--- config.mk ---
export PLATFORM = sky130hd
export DESIGN_NAME = onehot_sweep_decoder
export DESIGN_NICKNAME = d
export VERILOG_FILES = /design/src/rtl/decoder_pkg.sv /design/src/rtl/onehot_enc_dec.sv /design/src/rtl/onehot_sweep_decoder.sv
export SDC_FILE = /design/constraint.sdc
export NUM_CORES = 1
export LEC_CHECK = 0
export CAP_MARGIN = 20
export CORE_ASPECT_RATIO = 0.7
export CORE_MARGIN = 1
export CORE_UTILIZATION = 50
export DETAILED_ROUTE_END_ITERATION = 10
export PLACE_DENSITY = 0.77
export SLEW_MARGIN = 5
export SYNTH_ARGS = -nofsm -noshare
export SYNTH_HDL_FRONTEND = slang
export SYNTH_SLANG_ARGS = --single-unit
--- constraint.sdc ---
create_clock -name clk -period 2.15 [get_ports clk]
set_clock_uncertainty 0.2 [all_clocks]
set_input_delay 0.3225 -clock clk [delete_from_list [all_inputs] [get_ports clk]]
set_output_delay 0.3225 -clock clk [all_outputs]
set_load 0.1 [all_outputs]
--- src/rtl/decoder_pkg.sv ---
// Shared encodings and width helper for the one-hot decoder family.
package decoder_pkg;

  localparam logic MODE_DIRECT = 1'b0;
  localparam logic MODE_SWEEP  = 1'b1;

  typedef enum logic [0:0] {
    ST_IDLE,
    ST_SWEEP
  } state_e;

  function automatic int unsigned onehot_width(input int unsigned sel_w);
    return 32'd1 << sel_w;
  endfunction

endpackage

--- src/rtl/onehot_enc_dec.sv ---
// Combinational index-to-one-hot decoder with enable; all-zero when disabled.
module onehot_enc_dec
  import decoder_pkg::*;
#(
  parameter int unsigned SEL_W = 2,
  localparam int unsigned OUT_W = onehot_width(SEL_W)
) (
  input  logic             en_i,
  input  logic [SEL_W-1:0] idx_i,
  output logic [OUT_W-1:0] onehot_o
);

  always_comb begin
    onehot_o = '0;
    if (en_i) begin
      onehot_o[idx_i] = 1'b1;
    end
  end

endmodule

--- src/rtl/onehot_sweep_decoder.sv ---
// Registered binary-to-one-hot decoder with single-shot DIRECT mode and an
// auto-stepping SWEEP mode holding each line for dwell+1 enabled cycles.
module onehot_sweep_decoder
  import decoder_pkg::*;
#(
  parameter int unsigned SEL_W   = 2,
  parameter int unsigned DWELL_W = 4,
  localparam int unsigned OUT_W  = onehot_width(SEL_W)
) (
  input  logic               clk,
  input  logic               rst_n,
  input  logic               en,
  input  logic               mode,
  input  logic               in_valid,
  output logic               in_ready,
  input  logic [SEL_W-1:0]   sel,
  input  logic [DWELL_W-1:0] dwell,
  output logic [OUT_W-1:0]   out,
  output logic               out_valid,
  output logic               busy,
  output logic               done
);

  state_e               state_q, state_d;
  logic [OUT_W-1:0]     out_q, out_d;
  logic [SEL_W-1:0]     idx_q, idx_d;
  logic [DWELL_W-1:0]   dwell_cnt_q, dwell_cnt_d;
  logic [DWELL_W-1:0]   dwell_lat_q, dwell_lat_d;
  logic [SEL_W-1:0]     lines_left_q, lines_left_d;
  logic                 out_valid_q, out_valid_d;

  logic [SEL_W-1:0]     dec_idx;
  logic [OUT_W-1:0]     dec_onehot;

  // In IDLE the decoder sees the requested index; in SWEEP it sees the next line.
  assign dec_idx = (state_q == ST_IDLE) ? sel : idx_q + 1'b1;

  onehot_enc_dec #(
    .SEL_W (SEL_W)
  ) u_dec (
    .en_i     (1'b1),
    .idx_i    (dec_idx),
    .onehot_o (dec_onehot)
  );

  always_ff @(posedge clk or negedge rst_n) begin
    if (!rst_n) begin
      state_q      <= ST_IDLE;
      out_q        <= '0;
      idx_q        <= '0;
      dwell_cnt_q  <= '0;
      dwell_lat_q  <= '0;
      lines_left_q <= '0;
      out_valid_q  <= 1'b0;
    end else begin
      state_q      <= state_d;
      out_q        <= out_d;
      idx_q        <= idx_d;
      dwell_cnt_q  <= dwell_cnt_d;
      dwell_lat_q  <= dwell_lat_d;
      lines_left_q <= lines_left_d;
      out_valid_q  <= out_valid_d;
    end
  end

  always_comb begin
    state_d      = state_q;
    out_d        = out_q;
    idx_d        = idx_q;
    dwell_cnt_d  = dwell_cnt_q;
    dwell_lat_d  = dwell_lat_q;
    lines_left_d = lines_left_q;
    out_valid_d  = 1'b0;
    unique case (state_q)
      ST_IDLE: begin
        if (in_valid) begin
          out_d       = dec_onehot;
          out_valid_d = 1'b1;
          if (mode == MODE_SWEEP) begin
            state_d      = ST_SWEEP;
            idx_d        = sel;
            dwell_cnt_d  = dwell;
            dwell_lat_d  = dwell;
            lines_left_d = SEL_W'(OUT_W - 1);
          end
        end
      end
      ST_SWEEP: begin
        // en low freezes the sweep in place.
        if (en) begin
          if (dwell_cnt_q != '0) begin
            dwell_cnt_d = dwell_cnt_q - 1'b1;
          end else if (lines_left_q != '0) begin
            idx_d        = idx_q + 1'b1;
            out_d        = dec_onehot;
            dwell_cnt_d  = dwell_lat_q;
            lines_left_d = lines_left_q - 1'b1;
            out_valid_d  = 1'b1;
          end else begin
            state_d = ST_IDLE;
          end
        end
      end
      default: state_d = ST_IDLE;
    endcase
  end

  always_comb begin
    in_ready  = (state_q == ST_IDLE);
    busy      = (state_q == ST_SWEEP);
    done      = (state_q == ST_SWEEP) && en && (dwell_cnt_q == '0) && (lines_left_q == '0);
    out       = en ? out_q : '0;
    out_valid = out_valid_q;
  end

endmodule

==> results.md <==
Status:
- The flow ran to the end, and the final reports show no timing, DRC or antenna violations.

Floorplanning:
- The initial utilization of the core area, before any placement, comes to 53.6%.
- The area of the core is 1870 µm².
- The width of the chip is 55.5 µm.
- The area of the die is 2190 µm².
- In this run the core area contains 13 standard-cell rows.
- The I/O pin count is 19.
- In this run the vertical extent of the chip is 39.5 µm.

Power:
- The total power per unit cell area is 1370 nW/µm².
- In this run the static leakage power is 0.646 nW.
- Across the VDD grid, the largest voltage drop is 902 µV.
- The overall power after layout is 0.00192 W.

Route:
- The routed via count is 835.
- After detailed routing, the average wire length per cell comes to 15.2 µm.
- The number of antenna-violating nets in the routed design is 0.
- The iteration count of the initial detailed-routing pass is 4.
- The final routed wirelength across all metal layers is 2270 µm.
- The detailed router finished its first iteration with 8 violations.
- After detailed routing, the number of remaining DRC violations is 0.
- The per-cell via count in the routed design is 5.60.

Critical path:
- The biggest cell delay along the critical path is 0.39 ns.
- By startpoint and endpoint, the worst setup path is classified as flip-flop to primary output.
- Walking the worst path, the cells encountered are inv_1 > ha_4 > nand2b_4 > nor2_4 > nand3_4 > nor2_4 > buf_12.
- Data on the critical path arrives at its endpoint at 1.57 ns.
- The required time at the worst-slack endpoint is 1.63 ns.
- The cell with the largest stage delay on the worst path is sky130_fd_sc_hd__dfrtp_1.
- STA classifies the critical path startpoint as a flip-flop.
- STA classifies the critical path endpoint as a primary output.
- The worst-path maximum fanout is 2.
- The dominant cell type by count on the critical path is sky130_fd_sc_hd__nor2_4.

CTS:
- The number of buffers created by CTS is 3.
- Buffers inserted to repair hold after CTS numbered 0.
- The CTS sink count is 18.
- The cell at the root of the clock tree is sky130_fd_sc_hd__clkbuf_4.
- Clock latency on the worst-skew pair, taken at its later pin, is 0.30 ns.
- The number of buffers on the longest clock path is 2.
- TritonCTS built the clock tree.
- The H-tree depth reported by CTS is 1.
- Clock-pin slew was measured on the worst setup and hold paths at 0.11 ns.

Synth:
- The average instance area after synthesis is 10.0 µm².
- Counting flops with a built-in enable in the synthesized netlist gives 0.
- The most frequently used flop master after synthesis is sky130_fd_sc_hd__dfrtp_1.
- The post-synthesis net count is 113.
- Sequential elements use 44.9% of the synthesized area.
- Counting flops and latches in the post-synthesis netlist gives 18.
- The async set-or-reset flop fraction in the synthesized netlist is 100%.
- The number of different library cells used by synthesis comes to 35.
- The post-synthesis cell area is 1000 µm².
- For this run, the number of Yosys warnings is 0.
- Synthesis produced a netlist whose cell count is 100.

Global route:
- The number of global-route vias before repair is 803.
- The aggregate global routing overflow is 0.
- The number of antenna violations at the first check in global routing was 0.
- Entering global routing, the biggest net connects 16 pins.
- Across every metal layer, demand over resource in global routing totals 23.2%.
- The wire length of the first global-routing pass is 3680 µm.

Placed design:
- The worst slack at placement is 0.121 ns.
- The placer's final routability congestion estimate is 0.813.
- The count of buffers added on input and output ports is 18.
- After legalization and detailed placement, the total HPWL measured 1640 µm.

Hold path:
- In this run the worst hold path is classified as primary input to asynchronous set/reset pin.

Job:
- Across the run, the number of max-cap violations was 0.

Final layout:
- The layout net count is 141.
- The share of final-layout standard cells stronger than drive strength 1 is 32.3%.
- Summing all flip-flop and latch instances after layout gives 454 µm².
- The number of antenna cells inserted is 0.
- The area growth from synthesis to layout is 40.2%.
- The multi-input gate area in the final layout is 553 µm².
- The number of filler cells placed in the layout is 135.

STA:
- The final setup TNS is 0 ns.
- Timing would allow up to 0.479 GHz.
- The max-slew violation count came to 0.
- The final critical delay including setup and external delays is 2.09 ns.
- The pin slew with the least headroom to its limit is 0.604 ns.
- The final clock period utilization by the worst path is 97.1%.
- The headroom to the max-slew limit is 59.6%.
- The final number of setup-violating endpoints is 0.
- The count of final hold-check violations is 0.
- The post-layout worst setup margin is 0.0623 ns.
## worst paths after layout
check	cells after the start	slack, ns	from	to
max in group asynchronous	2	1.03	rst_n	dwell_cnt_q[0]
worst min-delay path	1	0.19	rst_n	out_q[3]
min in group clk	2	0.29	dwell_lat_q[1]	dwell_lat_q[1]
worst min register to register	2	0.29	dwell_lat_q[1]	dwell_lat_q[1]
worst max register to register	6	0.32	dwell_cnt_q[0]	dwell_cnt_q[3]
worst max-delay path	7	0.06	dwell_cnt_q[0]	done
## power by group
part / total, W / switching [W] / internal, W
logic: 0.00110 / 0.000627 / 0.000469
clock network: 0.000212 / 0.000109 / 0.000103
registers: 0.000611 / 0.000122 / 0.000489
## cell usage after synthesis, drive strengths merged (2+ instances only)
| master | count | area, µm² |
|---|---|---|
| dfrtp | 18 | 450 |
| nand2 | 14 | 52.6 |
| o21ai | 11 | 66.3 |
| inv | 9 | 33.8 |
| nor2 | 6 | 25.0 |
| a21oi | 5 | 43.8 |
| and2 | 5 | 33.8 |
| nor3 | 4 | 20.0 |
| mux2i | 3 | 30.0 |
| a22o | 2 | 17.5 |
| buf | 2 | 15.0 |
| ha | 2 | 25.0 |
| mux2 | 2 | 22.5 |
| nand2b | 2 | 12.5 |
| nor2b | 2 | 15.0 |
| o211ai | 2 | 15.0 |
| o32a | 2 | 20.0 |
## worst max-delay path, delay by kind of cell (launching register included)
| family | cells | cell delay, ns |
|---|---|---|
| fa+ha+maj | 1 | 0.16 |
| buf+inv | 2 | 0.28 |
| flops | 1 | 0.39 |
| simple gates | 4 | 0.43 |
## flip-flops by register name, summed over array words and instances (netlist names)
| register | cells |
|---|---|
| dwell_cnt_q | 4 |
| dwell_lat_q | 4 |
| out_q | 4 |
| idx_q | 2 |
| lines_left_q | 2 |
| busy | 1 |
| out_valid | 1 |
## final cells by class
cell class / count / share of cell area [%]
multi-input cells: 71 / 39.4
flip-flops and latches: 18 / 32.3
repair buffers: 25 / 21.4
well taps: 22 / 1.96
clock buffers: 4 / 2.58
inverters: 9 / 2.40
## stage by stage
| stage | instances | hold slack, ns | utilization, % | area, µm² |
|---|---|---|---|---|
| 6_report | 149 | 0.193 | 75.1 | 1410 |
| 5_1_grt | 149 | 0.235 | 75.1 | 1410 |
| 4_1_cts | 148 | 0.216 | 73.0 | 1370 |
| 3_5_place_dp | 140 | 0.271 | 68.9 | 1290 |
| 3_3_place_gp | 140 | 0.256 | 68.9 | 1290 |
| 2_1_floorplan | 100 | -0.173 | - | 1010 |
## repair_timing
action                                 CTS  global route
setup endpoints to repair                1             1
gates resized for setup                  3             6
buffers inserted                         4             1
pin swaps                                3             2
endpoints found under the hold margin    0             0
## per-layer routing
metal	global-route usage, %	part of all wire (%)	vias to the layer above	wire length (µm)
li1	-	-	400	-
met3	6.60	5.0	6	114
met2	38.3	46	28	1050
met1	29.7	46	401	1050
met4	8.75	2.2	0	49
met5	0	0	-	0
## cells in the final DEF (no fill, tap or decap), types with 2 or more instances in the layout
cell type,n
sky130_fd_sc_hd__o211ai_1,2
sky130_fd_sc_hd__clkbuf_4,3
sky130_fd_sc_hd__a21oi_2,2
sky130_fd_sc_hd__mux2i_1,3
sky130_fd_sc_hd__and2_1,4
sky130_fd_sc_hd__o32a_1,2
sky130_fd_sc_hd__buf_4,8
sky130_fd_sc_hd__nor3_1,4
sky130_fd_sc_hd__inv_1,7
sky130_fd_sc_hd__nor2_1,3
sky130_fd_sc_hd__buf_12,7
sky130_fd_sc_hd__a22o_1,2
sky130_fd_sc_hd__o21ai_1,3
sky130_fd_sc_hd__o21ai_0,5
sky130_fd_sc_hd__o21ai_2,3
sky130_fd_sc_hd__nand2_1,14
sky130_fd_sc_hd__dfrtp_1,17
sky130_fd_sc_hd__clkdlybuf4s50_1,10
sky130_fd_sc_hd__inv_2,2
sky130_fd_sc_hd__nor2_4,2
sky130_fd_sc_hd__a21oi_1,2
## logic make-up (layout without fill, tap and decap cells)
| family | after synthesis | in the layout | synth area share, % |
|---|---|---|---|
| simple gates | 37 | 37 | 20.8 |
| compound gates | 26 | 26 | 20.7 |
| flops | 18 | 18 | 44.9 |
| buf+inv | 11 | 38 | 4.87 |
| mux | 5 | 5 | 5.24 |
| fa+ha+maj | 2 | 2 | 2.50 |
| xor+xnor | 1 | 1 | 0.874 |
(Power assumes the default switching activity.)
